## src/rtl/memory_arbiter.sv

```systemverilog
// rtl/memory_arbiter.sv - registered-grant arbiter sharing one RAM port between icache and dcache
//
// Purpose:
//   Grants the single RAM port to either the dcache (priority) or the icache.
//   A dcache tenure lasts at most MAX_BURST words. An icache that has waited
//   STARVE_LIMIT cycles ends the current dcache tenure at its next word, or takes the port from IDLE.
//   RAM-side outputs are combinational from the grant state and the owner's
//   request; all of them are forced idle while RST is high.
//
// Ports:
//   CLK, RST                 clock (rising edge), synchronous active-high reset
//   iREN, iaddr              icache read request / word address
//   iwait, iload             icache: 0 = word completes this cycle / read data
//   dREN, dWEN               dcache read / write request (write wins)
//   daddr, dstore            dcache word address / write data
//   dwait, dload             dcache: 0 = word completes this cycle / read data
//   ramREN, ramWEN           RAM read / write strobes
//   ramaddr, ramstore        RAM address / write data
//   ramload, ramstate        RAM read data / status (FREE, BUSY, ACCESS, ERROR)
//   dgrant                   dcache currently owns the port
//   ram_err                  sticky: ERROR seen on a granted access

module memory_arbiter #(
    parameter int MAX_BURST    = 4,
    parameter int STARVE_LIMIT = 8
) (
    input  logic        CLK,
    input  logic        RST,
    input  logic        iREN,
    input  logic [31:0] iaddr,
    output logic        iwait,
    output logic [31:0] iload,
    input  logic        dREN,
    input  logic        dWEN,
    input  logic [31:0] daddr,
    input  logic [31:0] dstore,
    output logic        dwait,
    output logic [31:0] dload,
    output logic        ramREN,
    output logic        ramWEN,
    output logic [31:0] ramaddr,
    output logic [31:0] ramstore,
    input  logic [31:0] ramload,
    input  logic [1:0]  ramstate,
    output logic        dgrant,
    output logic        ram_err
);

    localparam int BW = (MAX_BURST > 1) ? $clog2(MAX_BURST) : 1;
    localparam int SW = $clog2(STARVE_LIMIT + 1);

    localparam logic [1:0] RS_ACCESS = 2'd2;
    localparam logic [1:0] RS_ERROR  = 2'd3;

    typedef enum logic [1:0] {
        IDLE   = 2'd0,
        DGRANT = 2'd1,
        IGRANT = 2'd2
    } state_t;

    state_t          state;
    logic [BW-1:0]   burst_cnt;
    logic [SW-1:0]   starve_cnt;

    logic d_req;
    logic d_own;
    logic i_own;
    logic d_done;
    logic i_done;
    logic starved;
    logic burst_more;

    assign d_req   = dREN | dWEN;
    // Ownership is masked by RST so the strobes drop in the reset cycle itself.
    assign d_own   = (state == DGRANT) && !RST;
    assign i_own   = (state == IGRANT) && !RST;
    assign d_done  = d_own && d_req && (ramstate == RS_ACCESS);
    assign i_done  = i_own && iREN  && (ramstate == RS_ACCESS);
    // starve_cnt saturates, so equality is the same as "reached the limit".
    assign starved = (starve_cnt == SW'(STARVE_LIMIT));
    // Another dcache word may follow in this tenure only if the burst has room
    // and the icache is not yet starving.
    assign burst_more = (burst_cnt < BW'(MAX_BURST - 1)) && !starved;

    always_comb begin
        ramREN   = 1'b0;
        ramWEN   = 1'b0;
        ramaddr  = 32'd0;
        ramstore = 32'd0;
        iwait    = !i_done;
        iload    = i_done ? ramload : 32'd0;
        dwait    = !d_done;
        dload    = d_done ? ramload : 32'd0;
        dgrant   = d_own;
        if (d_own) begin
            ramaddr  = daddr;
            ramWEN   = dWEN;
            ramREN   = dREN && !dWEN;
            ramstore = dstore;
        end else if (i_own) begin
            ramaddr  = iaddr;
            ramREN   = 1'b1;
        end
    end

    always_ff @(posedge CLK) begin
        if (RST) begin
            state      <= IDLE;
            burst_cnt  <= '0;
            starve_cnt <= '0;
            ram_err    <= 1'b0;
        end else begin
            if (((state == DGRANT) && d_req || (state == IGRANT) && iREN) &&
                (ramstate == RS_ERROR)) begin
                ram_err <= 1'b1;
            end

            if (!iREN || i_done) begin
                starve_cnt <= '0;
            end else if ((state != IGRANT) && !starved) begin
                starve_cnt <= starve_cnt + SW'(1);
            end

            case (state)
                IDLE: begin
                    if (starved && iREN) begin
                        state <= IGRANT;
                    end else if (d_req) begin
                        state     <= DGRANT;
                        burst_cnt <= '0;
                    end else if (iREN) begin
                        state <= IGRANT;
                    end
                end
                DGRANT: begin
                    if (d_done) begin
                        if (burst_more) begin
                            burst_cnt <= burst_cnt + BW'(1);
                        end else begin
                            burst_cnt <= '0;
                            state     <= iREN ? IGRANT : IDLE;
                        end
                    end else if (!d_req) begin
                        state <= IDLE;
                    end
                end
                IGRANT: begin
                    if (i_done) begin
                        if (d_req) begin
                            state     <= DGRANT;
                            burst_cnt <= '0;
                        end else begin
                            state <= IDLE;
                        end
                    end else if (!iREN) begin
                        state <= IDLE;
                    end
                end
                default: state <= IDLE;
            endcase
        end
    end

endmodule
```

## config.mk

```make
export PLATFORM = sky130hd
export DESIGN_NAME = memory_arbiter
export DESIGN_NICKNAME = d
export VERILOG_FILES = /design/src/rtl/memory_arbiter.sv
export SDC_FILE = /design/constraint.sdc
export NUM_CORES = 1
export LEC_CHECK = 0
export ABC_AREA = 1
export ABC_CLOCK_PERIOD_IN_PS = 1900
export CELL_PAD_IN_SITES_DETAIL_PLACEMENT = 1
export CELL_PAD_IN_SITES_GLOBAL_PLACEMENT = 1
export CORE_ASPECT_RATIO = 1.4
export CORE_MARGIN = 5
export CORE_UTILIZATION = 12
export DETAILED_ROUTE_END_ITERATION = 7
export GPL_TIMING_DRIVEN = 0
export PLACE_DENSITY_LB_ADDON = 0.1
export SLEW_MARGIN = 20
export SYNTH_ARGS = -nofsm -noshare
export SYNTH_HDL_FRONTEND = slang
export SYNTH_SLANG_ARGS = --single-unit
```

## constraint.sdc

```tcl
create_clock -name CLK -period 1.9 [get_ports CLK]
set_clock_uncertainty 0.1 [all_clocks]
set_input_delay 0.285 -clock CLK [delete_from_list [all_inputs] [get_ports CLK]]
set_output_delay 0.285 -clock CLK [all_outputs]
set_load 0.05 [all_outputs]
```

* Word level (Yosys, flattened, before mapping) *
Cells that the tools add are included.
Widths: inputs -> output; s select.

cells by class
  reduce and logical (&&, ||, !) cells = 26
  bitwise logic cells = 1
  order comparisons = 1
  multiplexer cells = 25
  add/sub/neg operators = 2
  equality and inequality tests = 13

operators with widths
  kind                 number
  $mux 32              5
  $mux 2               14
  $logic_and 1x1->1    13
  $pmux 2 s3           2
  $ne 3x3->1 const B   3
  $ne 2x2->1 const B   4
  $reduce_and 4->1     2
  $eq 2x2->1 const B   3
  $logic_not 1->1      6
  $add 4x1->4 const B  1
  $eq 4x4->1 const B   1
  $mux 1               4
  $ne 4x4->1 const B   1
  $reduce_bool 3->1    1
  $add 2x1->2 const B  1
  $eq 2x1->1 const B   1
  $logic_not 2->1      1
  $logic_or 1x1->1     2
  $lt 2x2->1 const B   1
  $reduce_or 2->1      1
  $or 1x1->1           1

word-level totals
  input bits = 135
  flip-flop bits (word level) = 9
  word-level logic and storage cells = 72

* Longest topological paths before layout *
  depth in word-level cells = 6
  mapped depth = 9
  depth with buffers taken out = 9

* Least setup slack after synthesis *
No wires, ideal clock.

  path kind = input -> output
  from = in RST
  to = out dload[22]
  cell stages on the path = 7
  slack = -153 ps
  path buffers = 2
  arrival time = 1668 ps
  cells stage by stage = buf_6 -> nor2_4 -> nand2_4 -> inv_2 -> nand2_4 -> buf_2 -> nor2_1

between the ends
  cells in the longest elaborated chain, start to end = 5

ends and longest elaborated chain
  item                             line  text
  from (decl)                      28    input logic RST,
  $logic_not 1->1                  75    assign d_own = (state == DGRANT) && !RST;
  $logic_and 1x1->1                75
  $logic_and 1x1->1 (2 in series)  77    assign d_done = d_own && d_req && (ramstate == RS_ACCESS);
  $mux 32                          93    dload = d_done ? ramload : 32'd0;
  to (decl)                        38    output logic [31:0] dload,

Every way passes these cells.

* Worst setup path after layout *
  from = reg state[1]
  to = out dload[22]

between the ends
  cells in the longest elaborated chain, start to end = 5

ends and longest elaborated chain
  item                             line  text
  from (decl)                      61    state_t state;
  from (signal assigned)           141   state <= iREN ? IGRANT : IDLE;
  $eq 2x1->1                       75
  $logic_and 1x1->1                75
  $logic_and 1x1->1 (2 in series)  77
  $mux 32                          93

Every way passes these cells.

==> results.yml <==
routing:
  firstDrtPassIters: 4
  drc_errors: 0
  via_per_inst: 4.01
  wire_per_inst_microns: 18.5
  drt_iter0_markers: 61
  routed_wl_microns: 14300
  antenna_left: 0
  vias: 3109
clock_network:
  clock_latency_ns: 0.23
  clkTransAtPathRegs_ns: 0.04
  clock_path_buffers: 2
  cts-root-buf: "clkbuf_16"
  htreeDepth: 1
  cts_made_buffers: 3
  ctsHoldBuffers: 0
  cts.sinks: 9
  cts_tree: "built"
sta:
  rsz0062_at_grt: "true"
  finalCritPeriodShare: 1.01
  finalHoldViolCount: 0
  finalMaxSlewViolations: 0
  tightest_slew_ns: 0.574
  max_slew_margin: 0.616
  fin_setup_tns_ns: -0.0213
  min_period_ns: 1.91
  setup_viol: 4
  holdWs_ns: 0.193
  worst_slack_ns: -0.0105
  fmax_mhz: 523
finish:
  nFillCells: 1633
  final_common_cell: "clkdlybuf4s50_1"
  drive_gt1_frac: 0.472
  finalNonFillerCells: 775
  fin_util: 0.406
  multi_input_area_sq_um: 1450
  final_cell_mix: "129 x clkdlybuf4s50_1, 99 x buf_6, 76 x inv_1"
  nets: 730
  area_growth_syn_to_layout_pct: 233
  seqCellArea_sq_um: 188
synth:
  yosys_warnings: 0
  seq_area_frac_synth: 0.110
  syn_area_sq_um: 1630
  yosys-top-cells-area: "nor2_1 23%, inv_1 18%, a22o_1 17%"
  ys_ff_latch: 9
  synth_top_area_frac: 0.230
  synth_nets: 438
  synthDistinctLibCells: 24
  syn_inst: 300
  syn_area_per_cell_sq_um: 5.44
  synth_top_area_cell: "nor2_1"
floorplan:
  die_w_microns: 109
  core_area_sq_um: 13400
  initial_core_util: 0.122
  dieArea_sq_um: 16100
  ios: 269
  rows: 50
  die_h_microns: 148
global_route:
  grt_pass1_wl_microns: 19700
  antenna_found_initial: 2
  grt_pass1_vias: 3181
  grt_max_degree: 11
  grt_overflow: 0
  grt_use_total: 0.160
placement:
  place_inst: 749
  routabilityCongestion: 0.798
  port_buffers: 267
  hpwl_microns: 12200
setup_path:
  cp-end-kind: "output pin"
  critPathRequiredTime_ns: 1.51
  critPathKind: "flip-flop to output pin"
  worstPathArrival_ns: 1.53
  startpoint_type: "flip-flop"
  critPathMaxFanout: 7
power:
  peakVddDrop_uv: 390
  p_leak_nw: 2.59
  p_per_area_nw_per_um2: 477
run_status:
  status: "finished, violations left"
  violations: "setup timing"
flow_run:
  maxCapViolations: 0
worst_hold_path:
  min_path_type: "input pin to flip-flop"
-- Yosys cell counts --
cell type / instances
a21oi_1: 4
a22o_1: 32
a31o_2: 1
a31oi_1: 1
buf_2: 9
buf_4: 3
buf_6: 4
dfxtp_1: 9
ha_1: 3
inv_1: 77
inv_2: 5
nand2_1: 16
nand2_2: 1
nand2_4: 2
nand3_1: 8
nand4_1: 4
nor2_1: 100
nor2_2: 10
nor2_4: 4
nor3_1: 1
nor3_2: 1
o211ai_1: 1
o21ai_0: 2
o21ai_1: 2
-- power by group --
| part | internal (mW) | switching (mW) |
|---|---|---|
| combinational | 0.838 | 1.14 |
| clock | 0.280 | 0.0909 |
| sequential | 0.217 | 0.0288 |
-- routing by layer --
metal,share of wire,GRT usage,up-vias
met5,0,0,-
met4,0.027,0.0411,0
met3,0.070,0.0371,22
met2,0.58,0.327,119
met1,0.33,0.155,1471
li1,-,-,1497
-- critical path, cell delays in order (launching register included) --
cell and delay (ns):
dfxtp_4 0.36, inv_4 0.07, nand2_4 0.07, nor2_4 0.19, nand2_8 0.13, buf_12 0.16
nor2_1 0.12, buf_6 0.18
-- registers in the layout, summed over array words and instances, names as in the netlist --
signal and flops:
state 2, burst_cnt 2, ram_err 1, starve_cnt 4
-- per-stage QoR --
stage / total power, mW / worst slack [ns] / instance area (sq um)
detailed placement: 1.92 / -0.908 / 4630
global placement: 1.90 / -0.891 / 4630
finish: 2.59 / -0.0105 / 5440
CTS: 2.43 / -0.000741 / 4870
global route: 2.72 / -0.0778 / 5440
floorplan: 1.19 / -0.153 / 1730
-- area by class of cell --
class                   count  area share
well taps                 182      0.0419
flip-flops and latches      9      0.0345
plain buffers              16      0.0446
diodes                      2    0.000920
clock buffers               4      0.0145
inverters                  82      0.0575
multi-input cells         194       0.266
repair buffers            286       0.540
-- what timing repair did --
action / CTS / global route
cloned: 1 / 5
pin swaps: 6 / 6
resized for setup: 917 / 106
endpoints found under the setup margin: 133 / 92
buffers inserted: 8 / 6
-- final timing paths --
check / cells past startpoint / startpoint / slack [ns] / endpoint
worst max-delay path: 7 / state[1]$_SDFFE_PP0P_ / -0.01 / dload[22]
worst min register to register: 2 / ram_err$_SDFFE_PP0P_ / 0.39 / ram_err$_SDFFE_PP0P_
worst max register to register: 8 / starve_cnt[0]$_SDFFE_PP0P_ / 0.40 / starve_cnt[0]$_SDFFE_PP0P_
worst min-delay path: 2 / RST / 0.19 / burst_cnt[1]$_SDFFE_PP0P_
-- kinds of logic (layout without fill, tap and decap cells) --
kind of cell | count (synthesis) | count (layout) | share of synthesized area
compound gates | 43 | 43 | 0.210
fa+ha+maj | 3 | 3 | 0.0230
buf+inv | 98 | 388 | 0.257
flops | 9 | 9 | 0.110
other cells | 0 | 2 | 0
simple gates | 147 | 148 | 0.399
(Power assumes the default switching activity.)
==> variant 1, RTL diff (same settings) <==
Set the parameter `STARVE_LIMIT` to 16 (it was 8).
--- a/src/rtl/memory_arbiter.sv
+++ b/src/rtl/memory_arbiter.sv
@@ -22,7 +22,7 @@
 
 module memory_arbiter #(
     parameter int MAX_BURST    = 4,
-    parameter int STARVE_LIMIT = 8
+    parameter int STARVE_LIMIT = 16
 ) (
     input  logic        CLK,
     input  logic        RST,
Formal check against the unedited RTL: not equivalent (Yosys sat finds a counterexample within 10 cycles, from zero or initial values and one cycle with RST high).
==> variant 1 against the original RTL <==
The run still ends with setup timing left; via count shrank 1.4%; synthesized area is 7.0% higher; critical path type unchanged; setup slack worse by 9.4 ps; sequential cell count up 1; design area down 0.51%; routed wire length is 4.5% lower; total power grew 0.93%; critical path depth up 1; highest routed layer unchanged.
==> variant 1: results (changes against the original RTL) <==
* GPL Wtd Cong: 0.8017 (was 0.7978)
- The met2 routing resource usage after global routing is 0.2962 (was 0.3274).
* Routed len/inst: 17.15 um (was 18.50 um)
- Registers with the most flip-flops: starve_cnt: 5 flops, burst_cnt: 2 flops, state: 2 flops (was starve_cnt: 4 flops, burst_cnt: 2 flops, state: 2 flops)
* Total routed wire length on the met1 layer: 4.955 mm (was 4.660 mm)
- GR Util met1: 0.1568 (was 0.1549)
- Post-Place Cell Area: 4778 sq um (was 4633 sq um)
- The sequential cell area fraction in the yosys report came to 0.1146 (was 0.1103).
- The violation count after the first detailed-route iteration came to 75 (was 61).
- Final TNS setup: -185.6 ps (was -21.31 ps)
- Run status: finished with violations (unchanged)
- Peak ir drop on the vdd network: 284.1 uV (was 389.9 uV)
* Violations in the final reports: setup timing (unchanged)
* Worst Setup Slack, final: -19.99 ps (was -10.55 ps)
- Setup-failing EPs final: 17 (was 4)
- Cell types occupying the most area after synthesis: sky130_fd_sc_hd__nor2_1, sky130_fd_sc_hd__inv_1, sky130_fd_sc_hd__a22o_1, sky130_fd_sc_hd__dfxtp_1, sky130_fd_sc_hd__nand2_1 (was sky130_fd_sc_hd__nor2_1, sky130_fd_sc_hd__inv_1, sky130_fd_sc_hd__a22o_1, sky130_fd_sc_hd__dfxtp_1, sky130_fd_sc_hd__nor2_2)
* Count of vias placed by the detailed router: 3065 (was 3109)
- Post-placement setup slack: -954.4 ps (was -908.1 ps)
- The power consumption is 2.616 mW (was 2.592 mW).
- Sequential power share: 0.102 (was 0.095)
- The critical path endpoint is ramaddr[29] (was dload[22]).
* P_sw: 1.261 mW (was 1.257 mW)
- Net count after synthesis: 458 (was 438)
- Count of distinct cell types in the synthesized netlist: 28 (was 24)
- Routed met2 length: 7.908 mm (was 8.286 mm)
* Critical Path Fanout Max: 6 (was 7)
* Worst hold margin: 181.2 ps (was 193.3 ps)
- Clock network power: 0.425 mW (was 0.371 mW)
- Met3 Resource Use GR: 0.02185 (was 0.03713)
- Detail Route met3 WL: 636 um (was 1.008 mm)
- The depth of the most critical reg-to-reg path came to 12 (was 8).
- The final net count was 748 (was 730).
- Layout cell share with drive strength beyond 1: 0.4302 (was 0.4721)
[variant 1: final cells by class]
type | count | area, sq um | share of cell area
inverters | 84 | 325.3 | 0.06013
repair buffers | 284 | 2944 | 0.5442
flip-flops and latches | 10 | 207.7 | 0.03839
well taps | 189 | 236.5 | 0.04371
plain buffers | 16 | 193.9 | 0.03585
multi-input cells | 211 | 1414 | 0.2613
clock buffers | 4 | 88.84 | 0.01642
[variant 1: logic make-up (layout without fill, tap and decap cells)]
kind of cell | Yosys count | in the layout | share of synthesized area
buf+inv | 100 | 388 | 0.2593
simple gates | 165 | 166 | 0.4083
flops | 10 | 10 | 0.1146
compound gates | 41 | 41 | 0.1913
xor+xnor | 1 | 1 | 0.005015
fa+ha+maj | 3 | 3 | 0.02149
[variant 1: what timing repair did]
item                                   4_1_cts  5_1_grt
setup endpoints to repair                  133      125
buffers inserted                             8        5
hold buffers                                 0        0
pin swaps                                    5        5
endpoints found under the hold margin        0        0
gates resized for setup                    835      165
cloned                                       3        2
==> variant 2, RTL diff (same settings) <==
Made on the original files. Encoding of `state_t`: now one-hot (3 bits for 3 states).
--- a/src/rtl/memory_arbiter.sv
+++ b/src/rtl/memory_arbiter.sv
@@ -52,10 +52,10 @@
     localparam logic [1:0] RS_ACCESS = 2'd2;
     localparam logic [1:0] RS_ERROR  = 2'd3;
 
-    typedef enum logic [1:0] {
-        IDLE   = 2'd0,
-        DGRANT = 2'd1,
-        IGRANT = 2'd2
+    typedef enum logic [2:0] {
+        IDLE   = 3'b001,
+        DGRANT = 3'b010,
+        IGRANT = 3'b100
     } state_t;
 
     state_t          state;
Function: same outputs for any inputs over 10 cycles, from zero or initial values and one cycle with RST high; not proved beyond that.
==> variant 2 against the original RTL <==
The run still ends with setup timing left; synthesized area is 8.4% higher; via count grew 5.6%; routed wire length down 8.3%; sequential cell count up 1; setup slack worse by 55 ps; total power decreased by 32%; count of clock-buffer cells in the layout did not move; design area rose by 2.8%; largest power group unchanged.
==> variant 2: results (changes against the original RTL) <==
- Worst Setup Slack, final: -65.17 ps (was -10.55 ps)
- The clock distribution power was 0.422 mW (was 0.371 mW).
- The cell with the largest stage delay on the worst path is sky130_fd_sc_hd__clkdlybuf4s50_1 (was sky130_fd_sc_hd__dfxtp_4).
* Mean post-synth cell area: 5.427 sq um (was 5.443 sq um)
- The adder and majority gate portion of the synthesized area is 0.02122 (was 0.02299).
- Net switching fraction of the power: 0.3942 (was 0.4848)
- Run status: finished with violations (unchanged).
- Detailed-placement wirelength estimate: 11.32 mm (was 12.21 mm)
- The final net count is 749 (was 730).
- The largest voltage drop on the vdd net came to 229.2 uV (was 389.9 uV).
- DP Cell Count: 782 (was 749)
- Commonest cells in the netlist: sky130_fd_sc_hd__nor2_1, sky130_fd_sc_hd__inv_1, sky130_fd_sc_hd__a32o_1, sky130_fd_sc_hd__nand2_1, sky130_fd_sc_hd__nand3_1 (was sky130_fd_sc_hd__nor2_1, sky130_fd_sc_hd__inv_1, sky130_fd_sc_hd__a22o_1, sky130_fd_sc_hd__nand2_1, sky130_fd_sc_hd__nor2_2)
- The placed instance area was 4836 sq um (was 4633 sq um).
* Endpoint of the lowest-slack register-to-register path: starve_cnt[1] (was starve_cnt[0])
* Worst setup path endpoint: iload[19] (was dload[22])
- Final WL: 13.15 mm (was 14.34 mm)
* Critical Path Fanout Max: 10 (was 7)
* Iteration-0 DRC count of the detailed router: 57 (was 61)
* Sequential power share: 0.160 (was 0.095)
- Cell types occupying the most area after synthesis: sky130_fd_sc_hd__nor2_1, sky130_fd_sc_hd__a32o_1, sky130_fd_sc_hd__inv_1, sky130_fd_sc_hd__dfxtp_1, sky130_fd_sc_hd__nand2_1 (was sky130_fd_sc_hd__nor2_1, sky130_fd_sc_hd__inv_1, sky130_fd_sc_hd__a22o_1, sky130_fd_sc_hd__dfxtp_1, sky130_fd_sc_hd__nor2_2)
- Slew of the pin with the lowest slew margin: 567.7 ps (was 573.7 ps)
- The number of antenna violations at the first check in global routing is 1 (was 2).
- Leakage power of the design: 2.749 nW (was 2.589 nW)
- The setup-violating endpoint count in the final report was 84 (was 4).
* Parity-gate share of the synthesized area counting xor and xnor cells: 0.004950 (was 0)
* Registers with the most flip-flops: starve_cnt: 4 flops, state: 3 flops, burst_cnt: 2 flops (was starve_cnt: 4 flops, burst_cnt: 2 flops, state: 2 flops)
* Portion of netlist area occupied by mux cells: 0.006365 (was 0)
- The kind of cell with the highest combined delay on the critical path was buffers and inverters (was simple AND/OR/NAND/NOR gates).
- The number of distinct standard cells referenced by the synthesized netlist came to 26 (was 24).
* Violations in the final reports: setup timing (unchanged)
- The delay of the slowest critical-path stage was 490 ps (was 360 ps).
- Routed len/inst: 16.44 um (was 18.50 um)
- The depth of the most critical reg-to-reg path is 7 (was 8).
* Net count after synthesis: 464 (was 438)
- The sequential cell area fraction in the yosys report came to 0.1132 (was 0.1103).
-- variant 2: stage by stage --
stage	worst slack, ps	TNS (ps)
CTS	-95.60	-5233
global route	-120.2	-9357
global placement	-1046	-105110
detailed placement	-1060	-106690
floorplan	-186.0	-4650
finish	-65.17	-2089
-- variant 2: final cells by class --
cell class              count  area, sq um
inverters                  85        344.1
repair buffers            280         3005
clock buffers               4        88.84
plain buffers              19        226.5
well taps                 189        236.5
multi-input cells         212         1478
diodes                      1        2.502
flip-flops and latches     10        209.0
fillers                  1727         8853
-- variant 2: repair_timing --
item                                    in CTS  in global routing
endpoints found under the setup margin     133                132
pin swaps                                    4                  7
gates cloned                                 1                  3
resized for setup                          918                139
hold buffers                                 0                  0
setup buffers                                6                  3
-- variant 2: metal layers --
layer	global-route usage	wire (um)
met5	0	0
met4	0.02692	165
met3	0.04601	1303
met2	0.2944	7638
met1	0.1225	4042
